File: config.mk
export PLATFORM = sky130hd
export DESIGN_NAME = core_pipe_fetch_ctrl
export DESIGN_NICKNAME = d
export VERILOG_FILES = /design/src/rtl/core_pipe_fetch_ctrl_pkg.sv /design/src/rtl/core_fetch_pending_fifo.sv /design/src/rtl/core_pipe_fetch_ctrl.sv
export SDC_FILE = /design/constraint.sdc
export NUM_CORES = 1
export LEC_CHECK = 0
export ABC_CLOCK_PERIOD_IN_PS = 4500
export CAP_MARGIN = 20
export CORE_MARGIN = 2
export CORE_UTILIZATION = 44
export CTS_BUF_LIST = sky130_fd_sc_hd__clkbuf_8
export DETAILED_ROUTE_END_ITERATION = 8
export PLACE_DENSITY = 0.83
export SYNTH_ARGS = -nofsm -noshare
export SYNTH_HDL_FRONTEND = slang
export SYNTH_HIERARCHICAL = 1
export SYNTH_SLANG_ARGS = --single-unit
export TNS_END_PERCENT = 5
File: constraint.sdc
create_clock -name g_clk -period 4.5 [get_ports g_clk]
set_input_delay 0.9 -clock g_clk [delete_from_list [all_inputs] [get_ports g_clk]]
set_output_delay 0.9 -clock g_clk [all_outputs]
set_load 0.1 [all_outputs]
File: src/rtl/core_pipe_fetch_ctrl_pkg.sv
// Shared fetch-stage types: address width default, halfword-offset type and
// the mapping from fetch offset to one-hot buffer fill size.
package core_pipe_fetch_ctrl_pkg;

   localparam int CORE_XLEN   = 64;
   localparam int FETCH_OFF_W = 2;

   typedef logic [FETCH_OFF_W-1:0] fetch_off_t;

   typedef struct packed {
      logic fill_2;
      logic fill_4;
      logic fill_6;
      logic fill_8;
   } fill_sel_t;

   localparam fill_sel_t FILL_NONE = '{fill_2: 1'b0, fill_4: 1'b0, fill_6: 1'b0, fill_8: 1'b0};

   // A fetch that starts at halfword offset N within the 8-byte beat only
   // contributes the bytes from that offset to the end of the beat.
   function automatic fill_sel_t off_to_fill(input fetch_off_t off);
      fill_sel_t sel;
      sel = FILL_NONE;
      case (off)
         2'd0:    sel.fill_8 = 1'b1;
         2'd1:    sel.fill_6 = 1'b1;
         2'd2:    sel.fill_4 = 1'b1;
         default: sel.fill_2 = 1'b1;
      endcase
      return sel;
   endfunction

endpackage

File: src/rtl/core_fetch_pending_fifo.sv
// Small FIFO holding the halfword offset of every in-flight fetch request,
// oldest at the head; clear drops everything in one cycle.
module core_fetch_pending_fifo
   import core_pipe_fetch_ctrl_pkg::*;
#(
   parameter int DEPTH = 2
) (
   input  logic       clk_i,
   input  logic       rst_i,
   input  logic       push_i,
   input  fetch_off_t push_data_i,
   input  logic       pop_i,
   input  logic       clear_i,
   output fetch_off_t head_o,
   output logic       full_o,
   output logic       empty_o
);

   localparam int PW = (DEPTH > 1) ? $clog2(DEPTH) : 1;
   localparam int CW = $clog2(DEPTH + 1);

   fetch_off_t    mem_q [0:(1<<PW)-1];
   logic [PW-1:0] wr_ptr_q, wr_ptr_d;
   logic [PW-1:0] rd_ptr_q, rd_ptr_d;
   logic [CW-1:0] count_q, count_d;
   logic          do_push, do_pop;

   assign full_o  = (count_q == CW'(DEPTH));
   assign empty_o = (count_q == '0);
   assign head_o  = mem_q[rd_ptr_q];

   assign do_pop  = pop_i && !empty_o;
   assign do_push = push_i && (!full_o || do_pop);

   always_comb begin
      wr_ptr_d = wr_ptr_q;
      rd_ptr_d = rd_ptr_q;
      count_d  = count_q;
      if (clear_i) begin
         wr_ptr_d = '0;
         rd_ptr_d = '0;
         count_d  = '0;
      end else begin
         if (do_push) begin
            wr_ptr_d = (wr_ptr_q == PW'(DEPTH - 1)) ? '0 : wr_ptr_q + PW'(1);
         end
         if (do_pop) begin
            rd_ptr_d = (rd_ptr_q == PW'(DEPTH - 1)) ? '0 : rd_ptr_q + PW'(1);
         end
         count_d = count_q + CW'(do_push) - CW'(do_pop);
      end
   end

   always_ff @(posedge clk_i) begin
      if (rst_i) begin
         wr_ptr_q <= '0;
         rd_ptr_q <= '0;
         count_q  <= '0;
      end else begin
         wr_ptr_q <= wr_ptr_d;
         rd_ptr_q <= rd_ptr_d;
         count_q  <= count_d;
      end
   end

   // Payload storage needs no reset: entries are only read while counted valid.
   always_ff @(posedge clk_i) begin
      if (do_push && !clear_i) begin
         mem_q[wr_ptr_q] <= push_data_i;
      end
   end

endmodule

File: src/rtl/core_pipe_fetch_ctrl.sv
// Fetch-stage controller: issues aligned 8-byte instruction fetches, tracks
// in-flight requests, turns responses into fetch-buffer fills, handles redirects.
module core_pipe_fetch_ctrl
   import core_pipe_fetch_ctrl_pkg::*;
#(
   parameter int               XLEN            = CORE_XLEN,
   parameter logic [XLEN-1:0]  RESET_PC        = XLEN'(64'h0000_0000_1000_0000),
   parameter int               MAX_OUTSTANDING = 2,
   parameter int               BUF_BYTES       = 16
) (
   input  logic            g_clk,
   input  logic            g_reset,
   input  logic            cf_req,
   input  logic [XLEN-1:0] cf_target,
   output logic            cf_ack,
   output logic            imem_req,
   output logic [XLEN-1:0] imem_addr,
   input  logic            imem_gnt,
   input  logic            imem_recv,
   output logic            imem_ack,
   input  logic [63:0]     imem_rdata,
   input  logic            imem_error,
   input  logic [4:0]      buf_depth,
   output logic            buf_flush,
   output logic            buf_fill_en,
   output logic [63:0]     buf_data,
   output logic            buf_error,
   output logic            buf_fill_2,
   output logic            buf_fill_4,
   output logic            buf_fill_6,
   output logic            buf_fill_8
);

   logic [XLEN-1:0] fetch_pc_q, fetch_pc_d;
   logic [1:0]      outstanding_q, outstanding_d;
   logic [1:0]      discard_q, discard_d;

   logic [2:0]      inflight;
   logic [6:0]      space_need;
   logic            req_ok;
   logic            grant;
   logic            resp_disc, resp_fill, resp_any;
   fetch_off_t      head_off;
   logic            fifo_full, fifo_empty;
   fill_sel_t       fill_sel;

   // Every in-flight request reserves a full 8-byte beat, whatever its offset.
   assign inflight   = {1'b0, outstanding_q} + {1'b0, discard_q};
   assign space_need = {2'b00, buf_depth} + {1'b0, ({1'b0, outstanding_q} + 3'd1), 3'b000};
   assign req_ok     = (inflight < 3'(MAX_OUTSTANDING)) && (space_need <= 7'(BUF_BYTES));

   assign imem_req  = !g_reset && req_ok;
   assign imem_addr = {fetch_pc_q[XLEN-1:3], 3'b000};
   assign imem_ack  = 1'b1;
   assign grant     = imem_req && imem_gnt;

   // A redirect must not abandon a request the memory has not yet taken.
   assign cf_ack    = !g_reset && cf_req && (!imem_req || imem_gnt);
   assign buf_flush = cf_ack;

   assign resp_disc = imem_recv && (discard_q != 2'd0);
   assign resp_fill = imem_recv && (discard_q == 2'd0) && (outstanding_q != 2'd0);
   assign resp_any  = resp_disc || resp_fill;

   assign buf_fill_en = !g_reset && resp_fill && !cf_ack;
   assign fill_sel    = buf_fill_en ? off_to_fill(head_off) : FILL_NONE;
   assign buf_fill_2  = fill_sel.fill_2;
   assign buf_fill_4  = fill_sel.fill_4;
   assign buf_fill_6  = fill_sel.fill_6;
   assign buf_fill_8  = fill_sel.fill_8;
   assign buf_data    = imem_rdata;
   assign buf_error   = imem_error;

   always_comb begin
      fetch_pc_d    = fetch_pc_q;
      outstanding_d = outstanding_q;
      discard_d     = discard_q;
      if (cf_ack) begin
         // Everything still in flight, including a request granted right now,
         // becomes stale and must be swallowed when it returns.
         fetch_pc_d    = {cf_target[XLEN-1:1], 1'b0};
         outstanding_d = 2'd0;
         discard_d     = discard_q + outstanding_q + 2'(grant) - 2'(resp_any);
      end else begin
         if (grant) begin
            fetch_pc_d = imem_addr + XLEN'(8);
         end
         outstanding_d = outstanding_q + 2'(grant) - 2'(resp_fill);
         if (resp_disc) begin
            discard_d = discard_q - 2'd1;
         end
      end
   end

   always_ff @(posedge g_clk) begin
      if (g_reset) begin
         fetch_pc_q    <= RESET_PC;
         outstanding_q <= 2'd0;
         discard_q     <= 2'd0;
      end else begin
         fetch_pc_q    <= fetch_pc_d;
         outstanding_q <= outstanding_d;
         discard_q     <= discard_d;
      end
   end

   core_fetch_pending_fifo #(
      .DEPTH (MAX_OUTSTANDING)
   ) u_pending (
      .clk_i       (g_clk),
      .rst_i       (g_reset),
      .push_i      (grant && !cf_ack),
      .push_data_i (fetch_pc_q[2:1]),
      .pop_i       (buf_fill_en),
      .clear_i     (cf_ack),
      .head_o      (head_off),
      .full_o      (fifo_full),
      .empty_o     (fifo_empty)
   );

   logic unused_flags;
   assign unused_flags = fifo_full ^ fifo_empty;

endmodule

==> impl_metrics.tcl <==
set metrics [dict create \
    status "complete, no violations" \
    layout_cell_share_with_drive_strength_beyond_1 0.08600 \
    antenna_violations_before_repair 0 \
    comb_power_share 0.455 \
    routed_via_density 5.974 \
    post_synth_instance_area_mm2 0.006056 \
    worstPathRequired_ps 3600 \
    grt.total_usage 0.2389 \
    drc 0 \
    clk_latency_ps 360 \
    hold_class "reg2reg" \
    cts_buffers 9 \
    p_leak_nw 2.370 \
    drt-initial-drc-count 520 \
    wire_per_inst_um 17.84 \
    place_congestion 0.8979 \
    clock_tree_from_tritoncts "yes" \
    report.final.setup_viol 0 \
    global_route_wire_length_before_repair_mm 28.19 \
    syn_inst 813 \
    n_antenna_cell 0 \
    critical_path.top_delay_family "simple AND/OR/NAND/NOR gates" \
    endpoint_kind "output port" \
    clock_power_share 0.205 \
    globalRouteOverflowTotal 0 \
    p_per_area_mw_per_mm2 354.0 \
    design.final.nets 963 \
    final_period_minus_worst_setup_slack_ps 4431 \
    vias 5914 \
    peakVddDrop_uv 140.8 \
    layout-area-overhead-vs-synth_pct 15.41 \
    tightestPinTransition_ps 1037 \
    h-tree-depth 3 \
    cts_resized 0 \
    die_h_um 121.3 \
    dieArea_mm2 0.01472 \
    wl_mm 17.66 \
    rows 42 \
    switching_share 0.4581 \
    cap_viol_max_count 0 \
    tns_ps 0 \
    final_hold_viol_count 0 \
    synthesis.area_per_instance_um2 7.449 \
    worstPathBufferInverterCount 2 \
    detailedPlacementHpwl_mm 12.54 \
    arrival_ps 3530 \
    firstDrtPassIters 5 \
    crit_path_start_kind "input port" \
    num_io_pins 277 \
    io_buffer_count 141 \
    worst-setup-path-type "in2out" \
    core_area_mm2 0.01335 \
    ctsRootBufferMaster "sky130_fd_sc_hd__clkbuf_8" \
    maxClockFrequency_mhz 225.7 \
    ctsLongestPathBuffers 2 \
    p_seq_frac 0.340 \
    number_of_global_route_vias_before_repair 5454 \
    finalMaxSlewViolations 0 \
    fin_skew_ps 6.506 \
    initial_core_util 0.4537 \
    synth-warning-count 6 \
    power.internal_w 0.001341 \
    crit_path_cell_trace "clkdlybuf4s50_1 > ha_1 > fa_1 > o41a_1 > or4_4 > o31ai_4 > and3_4 > nor3b_4 > buf_12" \
    critical_path.max_fanout 7 \
    design_area_mm2 0.006989 \
    grt_start_max_net_pins 57 \
    slew_headroom 0.3065 \
    tritoncts_num_sinks 76 \
    antenna_left 0 \
    switching_power_w 0.001133 \
    clock_pin_slew_on_the_worst_setup_and_hold_paths_ps 80 \
    die_width_um 121.3 \
    crit_slowest_cell "sky130_fd_sc_hd__or4_4" \
    num-fill-cells 1276 \
    place_area_mm2 0.006793 \
    period_share 0.9846 \
    cp_slowest_stage_delay_ps 460 \
]
-- final timing paths --
| path | startpoint | slack (ps) | depth (start not counted) | to |
|---|---|---|---|---|
| setup / recovery | buf_depth[3] | 70 | 9 | buf_fill_8 |
| hold / removal | fetch_pc_q[1] | 470 | 0 | u_pending/mem_q[0][0] |
| setup reg to reg | outstanding_q[0] | 780 | 15 | u_pending/count_q[1] |
| hold reg to reg | fetch_pc_q[1] | 470 | 0 | u_pending/mem_q[0][0] |
-- flip-flops by register name (all words and copies together), names as in the netlist, named ones only --
register,flops
discard_q,2
u_pending/count_q,2
fetch_pc_q,63
u_pending/wr_ptr_q,1
u_pending/mem_q,4
outstanding_q,2
u_pending/rd_ptr_q,1
-- layout make-up --
type | count | area [um^2] | share of cell area
Multi-Input combinational cell | 536 | 3266 | 0.4672
Sequential cell | 76 | 1562 | 0.2234
Clock inverter | 4 | 16.27 | 0.002327
Timing Repair Buffer | 159 | 1659 | 0.2374
Inverter | 27 | 101.3 | 0.01450
Tap cell | 176 | 220.2 | 0.03151
Clock buffer | 12 | 165.2 | 0.02363
-- stage by stage --
stage / worst slack (ps) / hold slack, ps / util / instances / power [W]
after global placement: 110.8 / 439.9 / 0.5089 / 972 / 0.001959
final: 69.33 / 467.7 / 0.5236 / 990 / 0.002474
after detailed placement: 15.72 / 451.2 / 0.5089 / 972 / 0.001974
after floorplan: -278.0 / 425.4 / - / 815 / 0.001977
after CTS: 19.22 / 468.1 / 0.5225 / 988 / 0.002467
after global routing: -2.593 / 479.0 / 0.5236 / 990 / 0.002580
-- cell usage in the layout (no fill, tap or decap), types with 4 or more instances in the layout --
cell type,count
sky130_fd_sc_hd__ha_1,12
sky130_fd_sc_hd__nand3_1,28
sky130_fd_sc_hd__o21ai_0,57
sky130_fd_sc_hd__nor4_1,21
sky130_fd_sc_hd__o32ai_1,6
sky130_fd_sc_hd__xnor2_1,6
sky130_fd_sc_hd__buf_4,15
sky130_fd_sc_hd__a31o_2,10
sky130_fd_sc_hd__inv_1,28
sky130_fd_sc_hd__dfxtp_1,72
sky130_fd_sc_hd__o31ai_1,7
sky130_fd_sc_hd__and3_1,10
sky130_fd_sc_hd__nor3_1,25
sky130_fd_sc_hd__or3_1,9
sky130_fd_sc_hd__and2_0,10
sky130_fd_sc_hd__mux2i_1,5
sky130_fd_sc_hd__edfxtp_1,4
sky130_fd_sc_hd__a21oi_1,56
sky130_fd_sc_hd__buf_12,11
sky130_fd_sc_hd__nand4_1,23
sky130_fd_sc_hd__a211oi_1,10
sky130_fd_sc_hd__nand3b_1,4
sky130_fd_sc_hd__clkdlybuf4s50_1,132
sky130_fd_sc_hd__nor2_1,43
sky130_fd_sc_hd__and2_1,7
sky130_fd_sc_hd__a31oi_1,8
sky130_fd_sc_hd__nand2_1,78
sky130_fd_sc_hd__clkbuf_8,12
sky130_fd_sc_hd__nand2b_1,11
sky130_fd_sc_hd__conb_1,4
sky130_fd_sc_hd__or4_1,12
-- what timing repair did --
action	4_1_cts	5_1_grt
hold buffers	0	0
endpoints found under the setup margin	0	4
buffers inserted	0	2
-- per-layer routing --
layer  routed length, um  part of all wire  global-route usage  vias up
li1                    -                 -                   -     2786
met1                7724              0.44              0.3284     2786
met2                7911              0.45              0.3641      297
met3                1556             0.088             0.04746       45
met4                 470             0.027             0.09986        0
met5                   0                 0                   0        -
-- power groups by stage --
stage / sequential, W / clock (W) / combinational, W
6_report: 0.000842 / 0.000507 / 0.00112
5_1_grt: 0.000855 / 0.000533 / 0.00119
4_1_cts: 0.000839 / 0.000504 / 0.00112
3_5_place_dp: 0.000855 / 0 / 0.00112
3_3_place_gp: 0.000852 / 0 / 0.00111
2_1_floorplan: 0.000822 / 0 / 0.00115
(Power assumes the default switching activity.)
==> patch (same settings) <==
Put a register stage on the output `buf_error`, without a reset. The value now appears one clock later. The other outputs are not delayed to match.
--- a/src/rtl/core_pipe_fetch_ctrl.sv
+++ b/src/rtl/core_pipe_fetch_ctrl.sv
@@ -69,7 +69,9 @@
    assign buf_fill_6  = fill_sel.fill_6;
    assign buf_fill_8  = fill_sel.fill_8;
    assign buf_data    = imem_rdata;
-   assign buf_error   = imem_error;
+   always_ff @(posedge g_clk) begin
+      buf_error <= imem_error;
+   end
 
    always_comb begin
       fetch_pc_d    = fetch_pc_q;
Check against the original RTL: not equivalent (Yosys sat finds a counterexample within 4 cycles, from zero or initial values and one cycle with g_reset high).
==> patch against the original RTL <==
Critical path depth stayed put; power grew 4.0%; core utilization up 0.37 points; hold slack improved by 6.2 ps; wire length is 1.8% lower; clock skew is essentially flat; cell area is 0.70% higher; area after synthesis rose by 0.21%; worst setup slack improved by 78 ps; sequential cell count is 1 higher; combinational power is essentially flat.
==> patch: results (changes against the original RTL) <==
metric	value	unit	change
# port buffers	143		was 141
Routed met3 length	1.62	mm	was 1.56 mm
pre-CTS setup slack	137	ps	was 15.7 ps
router iterations before antenna repair	7		was 5
vias in the first global route	5319		was 5454
Setup Skew	6.60	ps	was 6.51 ps
metal2 WL	7.83	mm	was 7.91 mm
# fillers	1255		was 1276
Hold Path Origin	fetch_pc_q[2]		was fetch_pc_q[1]
P_leak	2.38	nW	was 2.37 nW
all-layer global routing usage	23.3	%	was 23.9%
met1 Use GR	31.7	%	was 32.8%
Hold Path Stages	2		was 0
largest net degree at the start of global routing	92		was 57
Initial DRC Count	626		was 520
layout cells sized above 1	8.48	%	was 8.60%
Vias/cell	5.90		was 5.97
placed inst area	0.00681	sq mm	was 0.00679 sq mm
met2 Resource Use GR	36.3	%	was 36.4%
HPWL after DPL	12.5	mm	about the same
hold endpoint	fetch_pc_q[2]		was u_pending/mem_q[0][0]
met1 wire length	7.40	mm	was 7.72 mm
final WL	17.3	mm	was 17.7 mm
crit-path max FO	5		was 7
relative slew slack	31.1	%	was 30.6%
reg-to-reg slack, setup	870	ps	was 780 ps
status	finished, final reports clean		unchanged
GP Congestion	0.868		was 0.898
Cell Pwr Density	366	mW/mm^2	was 354 mW/mm^2
patch: worst max-delay path by stage:
| stage | end | cells past startpoint | from | slack [ps] |
|---|---|---|---|---|
| 4_1_cts | buf_fill_8 | 9 | buf_depth[3] | 140 |
| 3_5_place_dp | buf_fill_8 | 9 | buf_depth[3] | 140 |
| 3_3_place_gp | buf_fill_8 | 9 | buf_depth[3] | 210 |
| 2_1_floorplan | buf_fill_8 | 8 | buf_depth[3] | -280 |
| 6_report | buf_fill_8 | 9 | buf_depth[3] | 150 |
| 5_1_grt | buf_fill_8 | 9 | buf_depth[3] | 90 |
patch: power by group:
part	switching [W]	internal, W	leakage (nW)
Sequential	0.0000974	0.000753	0.632
Combinational	0.000772	0.000350	1.63
Clock	0.000263	0.000339	0.121
patch: final cells by class:
class,instances,share of cell area (%)
tap,176,3.13
sequential,77,22.5
timing repair buffer,158,23.4
inverter,27,1.44
clock buffer,11,2.15
clock inverter,5,1.05
multi-input combinational,536,46.4
